--- src/rtl/mesi_isc_fifo_rr_arb.sv ---
// Round-robin arbiter: pops one of NUM_PORTS request FIFOs per cycle into a registered
// valid/ready output stage tagged with the source port; pop-to-valid latency is one cycle.
module mesi_isc_fifo_rr_arb #(
  parameter int NUM_PORTS      = 4,
  parameter int NUM_PORTS_LOG2 = 2,
  parameter int DATA_WIDTH     = 32
) (
  input  logic                            clk,
  input  logic                            rst,
  input  logic [NUM_PORTS-1:0]            fifo_empty_i,
  input  logic [NUM_PORTS*DATA_WIDTH-1:0] fifo_data_i,
  output logic [NUM_PORTS-1:0]            fifo_rd_o,
  input  logic [NUM_PORTS-1:0]            port_mask_i,
  input  logic                            flush_i,
  output logic                            out_valid_o,
  output logic [DATA_WIDTH-1:0]           out_data_o,
  output logic [NUM_PORTS_LOG2-1:0]       out_src_o,
  input  logic                            out_ready_i
);

  logic [NUM_PORTS-1:0]      req;
  logic                      load_ok;
  logic                      pop;
  logic                      gnt_vld;
  logic [NUM_PORTS_LOG2-1:0] gnt_idx;
  logic [NUM_PORTS_LOG2-1:0] cand;
  logic [NUM_PORTS_LOG2-1:0] last_gnt;
  logic [DATA_WIDTH-1:0]     port_dat [NUM_PORTS];

  function automatic logic [NUM_PORTS_LOG2-1:0] port_at(
    input logic [NUM_PORTS_LOG2-1:0] base,
    input int                        off
  );
    int s;
    s = (int'(base) + off) % NUM_PORTS;
    return s[NUM_PORTS_LOG2-1:0];
  endfunction

  always_comb begin
    for (int p = 0; p < NUM_PORTS; p++) begin
      port_dat[p] = fifo_data_i[p*DATA_WIDTH +: DATA_WIDTH];
    end
  end

  assign req     = ~fifo_empty_i & port_mask_i;
  assign load_ok = ~out_valid_o | out_ready_i;

  // Scan starts just after the last winner and wraps, so the previous winner is checked last.
  always_comb begin
    gnt_vld = 1'b0;
    gnt_idx = '0;
    cand    = '0;
    for (int i = 1; i <= NUM_PORTS; i++) begin
      cand = port_at(last_gnt, i);
      if (!gnt_vld && req[cand]) begin
        gnt_vld = 1'b1;
        gnt_idx = cand;
      end
    end
  end

  // rd is held off during reset since the stage cannot capture the popped head then.
  assign pop = load_ok & gnt_vld & ~flush_i & ~rst;

  always_comb begin
    fifo_rd_o = '0;
    if (pop) begin
      fifo_rd_o[gnt_idx] = 1'b1;
    end
  end

  always_ff @(posedge clk or posedge rst) begin
    if (rst) begin
      out_valid_o <= 1'b0;
      out_data_o  <= '0;
      out_src_o   <= '0;
      last_gnt    <= NUM_PORTS_LOG2'(NUM_PORTS - 1);
    end else if (flush_i) begin
      out_valid_o <= 1'b0;
    end else if (pop) begin
      out_valid_o <= 1'b1;
      out_data_o  <= port_dat[gnt_idx];
      out_src_o   <= gnt_idx;
      last_gnt    <= gnt_idx;
    end else if (out_ready_i) begin
      out_valid_o <= 1'b0;
    end
  end

endmodule
--- config.mk ---
export PLATFORM = sky130hd
export DESIGN_NAME = mesi_isc_fifo_rr_arb
export DESIGN_NICKNAME = d
export VERILOG_FILES = /design/src/rtl/mesi_isc_fifo_rr_arb.sv
export SDC_FILE = /design/constraint.sdc
export NUM_CORES = 1
export LEC_CHECK = 0
export CAP_MARGIN = 25
export CORE_MARGIN = 3
export CORE_UTILIZATION = 34
export CTS_BUF_LIST = sky130_fd_sc_hd__clkbuf_4
export CTS_CLUSTER_SIZE = 10
export DETAILED_ROUTE_END_ITERATION = 7
export GPL_TIMING_DRIVEN = 0
export PLACE_DENSITY = 0.86
export RECOVER_POWER = 25
export SLEW_MARGIN = 20
export SYNTH_ARGS = -nofsm -noshare
export SYNTH_HDL_FRONTEND = slang
export SYNTH_SLANG_ARGS = --single-unit
--- constraint.sdc ---
create_clock -name clk -period 2 [get_ports clk]
set_input_delay 0.4 -clock clk [delete_from_list [all_inputs] [get_ports clk]]
set_output_delay 0.4 -clock clk [all_outputs]
set_load 0.005 [all_outputs]
==> impl_metrics.prom, run 1 <==
# TYPE chip_impl_metric gauge
chip_impl_info{name="outcome",value="finished with violations"} 1
chip_impl_info{name="failed_checks",value="negative setup slack"} 1
chip_impl_metric{name="yosysSeqAreaShare",unit=""} 0.3379
chip_impl_info{name="worst_reg2reg_startpoint",value="last_gnt[0]"} 1
chip_impl_metric{name="ys_ff_latch",unit=""} 37
chip_impl_metric{name="final-max-slew-violation-count",unit=""} 0
chip_impl_metric{name="initial_antenna_violation_count",unit=""} 0
chip_impl_metric{name="fp-row-count",unit=""} 32
chip_impl_metric{name="antenna_violating_nets_post_route",unit=""} 0
chip_impl_metric{name="grt_pass1_vias",unit=""} 3604
chip_impl_metric{name="fin_hold_ws",unit="ns"} 0.4986
chip_impl_info{name="critical_path_start_end_classification",value="reg2out"} 1
chip_impl_metric{name="htree_num_levels",unit=""} 2
chip_impl_metric{name="postRouteWirelength",unit="µm"} 11810
chip_impl_info{name="worstPathCellList",value="and3b_4 > o21bai_1 > nor3b_4 > buf_6 > buf_8 > and3_4 > buf_6"} 1
chip_impl_metric{name="drc_errors_left",unit=""} 0
chip_impl_info{name="unrepaired_setup_endpoints_after_global_routing",value="true"} 1
chip_impl_metric{name="synthesis.area",unit="mm²"} 0.002748
chip_impl_metric{name="mappedNetlistNets",unit=""} 443
chip_impl_metric{name="synth_cell_types",unit=""} 38
chip_impl_metric{name="num_io_pins",unit=""} 179
chip_impl_metric{name="critPathArrivalTime",unit="ns"} 1.95
chip_impl_metric{name="finish.net_count",unit=""} 649
chip_impl_metric{name="max_slew_margin",unit=""} 0.5686
chip_impl_metric{name="wire_per_inst",unit="µm"} 19.29
chip_impl_metric{name="grtUsageTotal",unit=""} 0.2451
chip_impl_info{name="leading_post_synthesis_cells_by_cell_area",value="sky130_fd_sc_hd__dfrtp_1 (32%), sky130_fd_sc_hd__mux2i_1 (9.5%), sky130_fd_sc_hd__a41oi_2 (5.9%), sky130_fd_sc_hd__a21o_1 (5.7%), sky130_fd_sc_hd__o31ai_1 (5.5%)"} 1
chip_impl_metric{name="estimated_wirelength_of_the_detail_placed_design",unit="µm"} 8219
chip_impl_metric{name="post-place-ws",unit="ns"} -1.231
chip_impl_metric{name="initial_core_util",unit=""} 0.3537
chip_impl_info{name="synth_top_cell_by_area",value="sky130_fd_sc_hd__dfrtp_1"} 1
chip_impl_metric{name="cts_num_sinks",unit=""} 37
chip_impl_metric{name="drt_pre_antenna_iters",unit=""} 5
chip_impl_metric{name="die_x",unit="µm"} 95.90
chip_impl_info{name="endpoint_kind",value="output port"} 1
chip_impl_metric{name="number_of_setup_violations_in_the_final_report",unit=""} 18
chip_impl_info{name="slowest_stage",value="sky130_fd_sc_hd__dfstp_2"} 1
chip_impl_info{name="synth_common_cells",value="sky130_fd_sc_hd__dfrtp_1 (35), sky130_fd_sc_hd__mux2i_1 (26), sky130_fd_sc_hd__nor2_1 (25)"} 1
chip_impl_metric{name="synth_top_area_share",unit=""} 0.3188
chip_impl_metric{name="vdd_ir_drop_max",unit="mV"} 0.4065
chip_impl_metric{name="numCtsBuffers",unit=""} 5
chip_impl_info{name="rr_endpoint",value="out_data_o[13]"} 1
chip_impl_metric{name="syn2layout_area_growth",unit="%"} 90.30
chip_impl_info{name="startpoint_types",value="flip-flop"} 1
chip_impl_info{name="clockRootBuffer",value="sky130_fd_sc_hd__clkbuf_4"} 1
chip_impl_info{name="synthMostInstantiatedCell",value="sky130_fd_sc_hd__dfrtp_1"} 1
chip_impl_metric{name="cts_hold_buf",unit=""} 0
chip_impl_info{name="timing.hold.worst.class",value="reg2reg"} 1
chip_impl_metric{name="number_of_i_o_port_buffers",unit=""} 178
chip_impl_metric{name="synth-edff-count",unit=""} 0
chip_impl_metric{name="transition_at_the_pin_with_the_smallest_max_transition_slack",unit="ns"} 0.6464
chip_impl_metric{name="cp_max_fo",unit=""} 5
chip_impl_metric{name="clock_skew",unit="ns"} 0.01786
chip_impl_metric{name="netlist_instances",unit=""} 303
chip_impl_metric{name="ctsLongestPathBuffers",unit=""} 2
chip_impl_metric{name="max_cap_viol_count",unit=""} 0
chip_impl_info{name="cts_tree",value="built"} 1
chip_impl_metric{name="leakage",unit="nW"} 2.173
chip_impl_metric{name="grt_first_pass_wirelength",unit="µm"} 17600
chip_impl_info{name="timing.critical_path.mode_cell",value="sky130_fd_sc_hd__buf_6"} 1
chip_impl_metric{name="yosys_warnings",unit=""} 0
chip_impl_metric{name="r2r.worst_path.cells",unit=""} 7
chip_impl_metric{name="clk_pin_slew",unit="ns"} 0.14
chip_impl_metric{name="max_freq",unit="GHz"} 0.4255
chip_impl_metric{name="place.gp.congestion",unit=""} 0.8144
chip_impl_metric{name="critPathMaxStageDelay",unit="ns"} 0.60
chip_impl_metric{name="fp.dieArea",unit="mm²"} 0.009196
chip_impl_metric{name="gr-total-overflow",unit=""} 0
chip_impl_metric{name="fillCellCount",unit=""} 642
chip_impl_metric{name="layout-drive-gt1-share",unit=""} 0.2059
chip_impl_metric{name="clk-insertion-delay-late",unit="ns"} 0.35
chip_impl_info{name="setup.worst_path.end",value="fifo_rd_o[2]"} 1
chip_impl_metric{name="timing.final.hold_violations",unit=""} 0
chip_impl_metric{name="async_flop_share",unit=""} 1.000
chip_impl_metric{name="timing.final.crit_period",unit="ns"} 2.350
chip_impl_info{name="crit_start",value="last_gnt[1]"} 1
chip_impl_metric{name="final.setup.worst_slack",unit="ns"} -0.3499
chip_impl_metric{name="cp_data_required_time",unit="ns"} 1.60
chip_impl_metric{name="grt_start_max_net_pins",unit=""} 23
chip_impl_metric{name="min_period_over_period",unit=""} 1.175
chip_impl_metric{name="dr_total_vias",unit=""} 3466
chip_impl_metric{name="vias_per_cell",unit=""} 5.663
chip_impl_metric{name="num_antenna_cells",unit=""} 0
chip_impl_metric{name="number_of_violations_reported_at_the_end_of_detailed_routing_iteration_0",unit=""} 203
chip_impl_info{name="synth_ff_type",value="sky130_fd_sc_hd__dfrtp_1"} 1
chip_impl_metric{name="power-per-cell-area",unit="mW/mm²"} 684.5
chip_impl_metric{name="core_area",unit="mm²"} 0.007767
chip_impl_metric{name="finalSetupTns",unit="ns"} -1.575
chip_impl_metric{name="syn_area_per_cell",unit="µm²"} 9.068
chip_impl_metric{name="die_h",unit="µm"} 95.90
chip_impl_metric{name="setup.reg_to_reg.worst_slack",unit="ns"} -0.06
[cell type report]
type                            instances  area (µm²)  area share
Timing Repair Buffer                  203        2021      0.3865
Clock buffer                            5       37.54    0.007179
Tap cell                              102       127.6     0.02441
Buffer                                 31       272.8     0.05217
Clock inverter                          3       46.29    0.008854
Multi-Input combinational cell        229        1788      0.3419
Inverter                                2       7.507    0.001436
Sequential cell                        37       928.4      0.1776
[cells by family (layout without fill, tap and decap cells)]
family | count (synthesis) | after routing | synth area share
mux | 26 | 26 | 0.09472
flops | 37 | 37 | 0.3379
buf+inv | 37 | 244 | 0.07195
simple gates | 101 | 101 | 0.1881
compound gates | 102 | 102 | 0.3074
[metal layers]
| layer | up-vias | GRT usage | share of wire |
|---|---|---|---|
| met3 | 21 | 0.05942 | 0.080 |
| met2 | 190 | 0.4210 | 0.51 |
| met4 | 0 | 0.05924 | 0.015 |
| li1 | 1581 | - | - |
| met5 | - | 0 | 0 |
| met1 | 1674 | 0.3093 | 0.40 |
[critical path: cells and delay by family, from the launching register on]
kind | cells | cell delay (ns)
DFF | 1 | 0.60
and+or+nand+nor | 3 | 0.55
buffers and inverters | 3 | 0.36
AOI/OAI and AO/OA | 1 | 0.08
[placed cells by master, fill, tap and decap left out, types with 17 or more instances in the layout]
cell type,synthesis,routed
sky130_fd_sc_hd__dfrtp_1,35,35
sky130_fd_sc_hd__nor2_1,25,22
sky130_fd_sc_hd__nand2_1,18,17
sky130_fd_sc_hd__mux2i_1,26,25
sky130_fd_sc_hd__nand3_1,20,19
sky130_fd_sc_hd__clkdlybuf4s50_1,0,165
sky130_fd_sc_hd__o21ai_0,19,19
sky130_fd_sc_hd__o31ai_1,20,19
sky130_fd_sc_hd__nand4_1,19,19
sky130_fd_sc_hd__buf_4,3,29
sky130_fd_sc_hd__a21o_1,21,21
[through the flow]
stage / cells / cell area, µm² / power [mW] / utilization
after global placement: 583 / 4659 / 2.702 / 0.5999
after detailed placement: 584 / 4687 / 2.751 / 0.6034
final: 612 / 5229 / 3.579 / 0.6732
after global routing: 612 / 5229 / 3.768 / 0.6732
after floorplan: 303 / 2750 / 1.839 / -
after CTS: 609 / 5179 / 3.556 / 0.6667
[where the power goes]
part           switching [mW]  total (mW)  leakage [nW]  internal, mW
combinational           0.779        1.91          1.70          1.13
clock                   0.299       0.563        0.0414         0.265
sequential              0.141        1.10         0.432         0.962
[registers in the layout, summed over array words and instances, names as in the netlist]
register	cells
out_data_o	32
last_gnt	2
out_src_o	2
out_valid_o	1
[worst min path at each step]
stage,start,endpoint,slack (ns),depth (start not counted)
floorplan,out_src_o[1],out_src_o[1],0.47,2
global placement,out_src_o[1],out_src_o[1],0.46,2
detailed placement,out_src_o[1],out_src_o[1],0.47,2
CTS,rst,out_data_o[1],0.37,2
global route,out_data_o[8],out_data_o[8],0.53,2
finish,out_src_o[1],out_src_o[1],0.50,2
[what timing repair did]
action / in CTS / in global routing
pin swaps: 17 / 6
setup buffers: 19 / 5
setup endpoints to repair: 34 / 37
resized for setup: 87 / 23
gates cloned: 1 / 1
endpoints found under the hold margin: 0 / 0
(Power assumes the default switching activity.)
==> run 2, diff against run 1 <==
ABC_AREA = 1   (was unset)
CELL_PAD_IN_SITES_DETAIL_PLACEMENT = 1   (was unset)
CELL_PAD_IN_SITES_GLOBAL_PLACEMENT = 1   (was unset)
CORE_UTILIZATION = 22   (was 34)
PLACE_DENSITY = 0.85   (was 0.86)
==> run 2 against run 1 <==
The run still ends with negative setup slack left. Routed wire length is 30% higher. Fmax down 17%. Flip-flop and latch count is the same. Die area grew 64%. Sequential power grew 16%. Sequential share of layout area decreased by 1.5 points. Via count grew 20%.
==> impl_metrics.prom, run 2 <==
# TYPE chip_impl_metric gauge
chip_impl_metric{name="vdd_ir_drop_max",unit="mV"} 0.7760
chip_impl_metric{name="combPwrFrac",unit=""} 0.834
chip_impl_metric{name="cp_max_fo",unit=""} 8
chip_impl_metric{name="htree_num_levels",unit=""} 2
chip_impl_metric{name="drt_pre_antenna_iters",unit=""} 4
chip_impl_metric{name="wire_per_inst",unit="µm"} 16.63
chip_impl_info{name="critical_path_start_end_classification",value="reg2out"} 1
chip_impl_metric{name="ys_ff_latch",unit=""} 37
chip_impl_metric{name="syn_area_per_cell",unit="µm²"} 5.743
chip_impl_metric{name="die_h",unit="µm"} 123.0
chip_impl_metric{name="final-max-slew-violation-count",unit=""} 0
chip_impl_metric{name="numCtsBuffers",unit=""} 5
chip_impl_metric{name="initial_core_util",unit=""} 0.2263
chip_impl_metric{name="mappedNetlistNets",unit=""} 664
chip_impl_metric{name="synth_compound_gate_area_share",unit=""} 0.01331
chip_impl_metric{name="number_of_violations_reported_at_the_end_of_detailed_routing_iteration_0",unit=""} 138
chip_impl_metric{name="vias_per_cell",unit=""} 4.491
chip_impl_info{name="crit_start",value="last_gnt[0]"} 1
chip_impl_metric{name="transition_at_the_pin_with_the_smallest_max_transition_slack",unit="ns"} 0.7357
chip_impl_info{name="worstHoldStart",value="out_data_o[24]"} 1
chip_impl_metric{name="layout-drive-gt1-share",unit=""} 0.1687
chip_impl_info{name="failed_checks",value="negative setup slack"} 1
chip_impl_metric{name="yosysSeqAreaShare",unit=""} 0.3085
chip_impl_metric{name="p_clk_frac",unit=""} 0.040
chip_impl_info{name="synth_common_cells",value="sky130_fd_sc_hd__nand2_1 (344), sky130_fd_sc_hd__nand3_1 (77), sky130_fd_sc_hd__dfrtp_1 (35)"} 1
chip_impl_info{name="largest_family_of_logic_cells_by_synthesized_area",value="simple AND/OR/NAND/NOR gates"} 1
chip_impl_metric{name="synthesis.area",unit="mm²"} 0.003009
chip_impl_metric{name="yosys_warnings",unit=""} 0
chip_impl_metric{name="netlist_instances",unit=""} 524
chip_impl_metric{name="power-per-cell-area",unit="mW/mm²"} 1781
chip_impl_metric{name="leakage",unit="nW"} 2.927
chip_impl_info{name="synthMostInstantiatedCell",value="sky130_fd_sc_hd__nand2_1"} 1
chip_impl_metric{name="seqPwrFrac",unit=""} 0.126
chip_impl_metric{name="clk-insertion-delay-late",unit="ns"} 0.36
chip_impl_metric{name="fp.dieArea",unit="mm²"} 0.01512
chip_impl_metric{name="finalSetupTns",unit="ns"} -21.87
chip_impl_metric{name="cp_data_required_time",unit="ns"} 1.60
chip_impl_info{name="synth_ff_type",value="sky130_fd_sc_hd__dfrtp_1"} 1
chip_impl_metric{name="max_cap_viol_count",unit=""} 0
chip_impl_metric{name="gr-total-overflow",unit=""} 0
chip_impl_info{name="endpoint_kind",value="output port"} 1
chip_impl_metric{name="core_area",unit="mm²"} 0.01330
chip_impl_info{name="cts_tree",value="built"} 1
chip_impl_metric{name="clk_pin_slew",unit="ns"} 0.13
chip_impl_metric{name="muxShareOfSynthArea",unit=""} 0
chip_impl_metric{name="async_flop_share",unit=""} 1.000
chip_impl_metric{name="grt_pass1_vias",unit=""} 4316
chip_impl_info{name="unrepaired_setup_endpoints_after_global_routing",value="true"} 1
chip_impl_metric{name="grt_first_pass_wirelength",unit="µm"} 22470
chip_impl_metric{name="final.setup.worst_slack",unit="ns"} -0.8196
chip_impl_metric{name="synth-edff-count",unit=""} 0
chip_impl_metric{name="max_slew_margin",unit=""} 0.5090
chip_impl_metric{name="total_power",unit="mW"} 10.17
chip_impl_info{name="leading_post_synthesis_cells_by_cell_area",value="sky130_fd_sc_hd__nand2_1 (43%), sky130_fd_sc_hd__dfrtp_1 (29%), sky130_fd_sc_hd__nand3_1 (13%), sky130_fd_sc_hd__buf_4 (2.2%), sky130_fd_sc_hd__buf_6 (2.2%)"} 1
chip_impl_metric{name="post-place-ws",unit="ns"} -1.258
chip_impl_metric{name="clock_skew",unit="ns"} 0.01554
chip_impl_metric{name="psw",unit="mW"} 5.101
chip_impl_metric{name="intPower",unit="mW"} 5.067
chip_impl_metric{name="synth_top_area_share",unit=""} 0.4291
chip_impl_metric{name="synth-simple-area-share",unit=""} 0.5821
chip_impl_metric{name="antenna_violating_nets_post_route",unit=""} 0
chip_impl_metric{name="grt_start_max_net_pins",unit=""} 21
chip_impl_info{name="worst_reg2reg_startpoint",value="last_gnt[0]"} 1
chip_impl_metric{name="critPathArrivalTime",unit="ns"} 2.42
chip_impl_info{name="final_common_cell",value="sky130_fd_sc_hd__nand2_1"} 1
chip_impl_metric{name="syn2layout_area_growth",unit="%"} 89.77
chip_impl_info{name="register_bank_with_the_most_flops",value="out_data_o"} 1
chip_impl_metric{name="grtUsageTotal",unit=""} 0.1944
chip_impl_info{name="reg_top3",value="out_data_o x32, last_gnt x2, out_src_o x2"} 1
chip_impl_metric{name="synth-xor-area-share",unit=""} 0.008316
chip_impl_metric{name="fp-row-count",unit=""} 42
chip_impl_info{name="outcome",value="finished with violations"} 1
chip_impl_metric{name="netSwitchingFraction",unit=""} 0.5017
chip_impl_metric{name="cts_hold_buf",unit=""} 0
chip_impl_info{name="synth_top_cell_by_area",value="sky130_fd_sc_hd__nand2_1"} 1
chip_impl_metric{name="fin_area",unit="mm²"} 0.005710
chip_impl_metric{name="estimated_wirelength_of_the_detail_placed_design",unit="µm"} 10900
chip_impl_metric{name="min_period_over_period",unit=""} 1.410
chip_impl_metric{name="fraction_of_the_mapped_netlist_area_in_adder_cells",unit=""} 0
chip_impl_metric{name="dr_total_vias",unit=""} 4150
chip_impl_info{name="timing.hold.worst.class",value="reg2reg"} 1
chip_impl_metric{name="initial_antenna_violation_count",unit=""} 1
chip_impl_metric{name="cts_num_sinks",unit=""} 37
chip_impl_metric{name="timing.final.hold_violations",unit=""} 0
chip_impl_metric{name="max_freq",unit="GHz"} 0.3547
chip_impl_info{name="startpoint_types",value="flip-flop"} 1
chip_impl_metric{name="drc_errors_left",unit=""} 0
chip_impl_metric{name="die_x",unit="µm"} 123.0
chip_impl_metric{name="ctsLongestPathBuffers",unit=""} 2
chip_impl_metric{name="finish.net_count",unit=""} 886
chip_impl_metric{name="num_io_pins",unit=""} 179
chip_impl_info{name="final_cell_mix",value="sky130_fd_sc_hd__nand2_1 (325), sky130_fd_sc_hd__clkdlybuf4s50_1 (173), sky130_fd_sc_hd__nand3_1 (67), sky130_fd_sc_hd__dfrtp_1 (35), sky130_fd_sc_hd__buf_4 (31)"} 1
chip_impl_metric{name="number_of_i_o_port_buffers",unit=""} 178
chip_impl_metric{name="postRouteWirelength",unit="µm"} 15360
chip_impl_metric{name="place_area",unit="mm²"} 0.005076
chip_impl_metric{name="synth_cell_types",unit=""} 23
chip_impl_metric{name="timing.final.crit_period",unit="ns"} 2.820
chip_impl_metric{name="place.gp.congestion",unit=""} 0.7823
chip_impl_metric{name="fillCellCount",unit=""} 1706
chip_impl_metric{name="final_core_utilization",unit=""} 0.4295
chip_impl_metric{name="number_of_setup_violations_in_the_final_report",unit=""} 41
chip_impl_metric{name="largest_register_ff_count",unit=""} 32
chip_impl_info{name="clockRootBuffer",value="sky130_fd_sc_hd__clkbuf_4"} 1
run 2: changes by cell type after synthesis, sizes merged, moves of 10 or more:
cell,before,now
o221ai,13,0
a41oi,19,0
nand4,19,2
nor2,25,5
a21o,21,0
clkbuf,14,3
o21ai,21,4
o31ai,20,1
buf,21,31
nand2,18,347
nand3,20,77
mux2i,26,0
run 2: final timing paths:
kind	end	slack, ns	cells past startpoint
setup / recovery	fifo_rd_o[0]	-0.82	13
hold / removal	out_data_o[24]	0.49	2
setup reg to reg	out_data_o[29]	-0.66	21
hold reg to reg	out_data_o[24]	0.49	2
max in group asynchronous	out_data_o[2]	0.31	3
min in group asynchronous	out_valid_o	0.64	2
run 2: cell type report:
type / instances / area, µm² / share of cell area
Tap cell: 176 / 220.2 / 0.03856
Clock inverter: 3 / 12.51 / 0.002191
Sequential cell: 37 / 928.4 / 0.1626
Timing Repair Buffer: 217 / 2185 / 0.3826
Multi-Input combinational cell: 442 / 2008 / 0.3517
Inverter: 11 / 58.81 / 0.01030
Clock buffer: 5 / 37.54 / 0.006573
Buffer: 32 / 257.7 / 0.04514
Antenna cell: 1 / 2.502 / 0.0004382
run 2: critical path: stages, from the launching register on:
cell and delay [ns]:
sky130_fd_sc_hd__dfstp_2 0.57, sky130_fd_sc_hd__buf_12 0.15, sky130_fd_sc_hd__inv_8 0.05, sky130_fd_sc_hd__nand3_2 0.06, sky130_fd_sc_hd__nand2_2 0.07, sky130_fd_sc_hd__nand2_2 0.08
sky130_fd_sc_hd__and2_4 0.21, sky130_fd_sc_hd__nand4_1 0.16, sky130_fd_sc_hd__nand2_2 0.13, sky130_fd_sc_hd__o21ai_4 0.08, sky130_fd_sc_hd__buf_8 0.13, sky130_fd_sc_hd__buf_6 0.12
sky130_fd_sc_hd__nor3_2 0.10, sky130_fd_sc_hd__buf_2 0.14
run 2: power groups by stage:
| stage | clock network (mW) | registers [mW] | logic, mW |
|---|---|---|---|
| final | 0.404 | 1.28 | 8.48 |
| after global routing | 0.465 | 1.33 | 9.35 |
| after CTS | 0.436 | 1.27 | 8.19 |
| after detailed placement | 0 | 1.28 | 6.74 |
| after global placement | 0 | 1.26 | 6.59 |
| after floorplan | 0 | 1.29 | 4.12 |
run 2: cell families after synthesis:
logic type / after synthesis
compound gates: 6
buf+inv: 45
xor+xnor: 2
flops: 37
simple gates: 434
run 2: per-stage QoR:
| stage | hold WS [ns] | cells |
|---|---|---|
| final | 0.4906 | 924 |
| after global routing | 0.5264 | 924 |
| after CTS | 0.3963 | 918 |
| after detailed placement | 0.4660 | 879 |
| after global placement | 0.4607 | 878 |
| after floorplan | 0.4724 | 524 |
run 2: metal layers:
| layer | wire length, µm | part of all wire | vias to the layer above | global-route usage |
|---|---|---|---|---|
| li1 | - | - | 2076 | - |
| met1 | 6156 | 0.40 | 1933 | 0.2222 |
| met2 | 7840 | 0.51 | 125 | 0.3635 |
| met3 | 1114 | 0.073 | 16 | 0.04803 |
| met4 | 250 | 0.016 | 0 | 0.04269 |
| met5 | 0 | 0 | - | 0 |
run 2: timing repair:
| item | CTS | global route |
|---|---|---|
| pin swaps | 25 | 15 |
| buffers inserted | 30 | 11 |
| setup endpoints to repair | 41 | 41 |
| resized for setup | 61 | 33 |
| cloned | 2 | 1 |
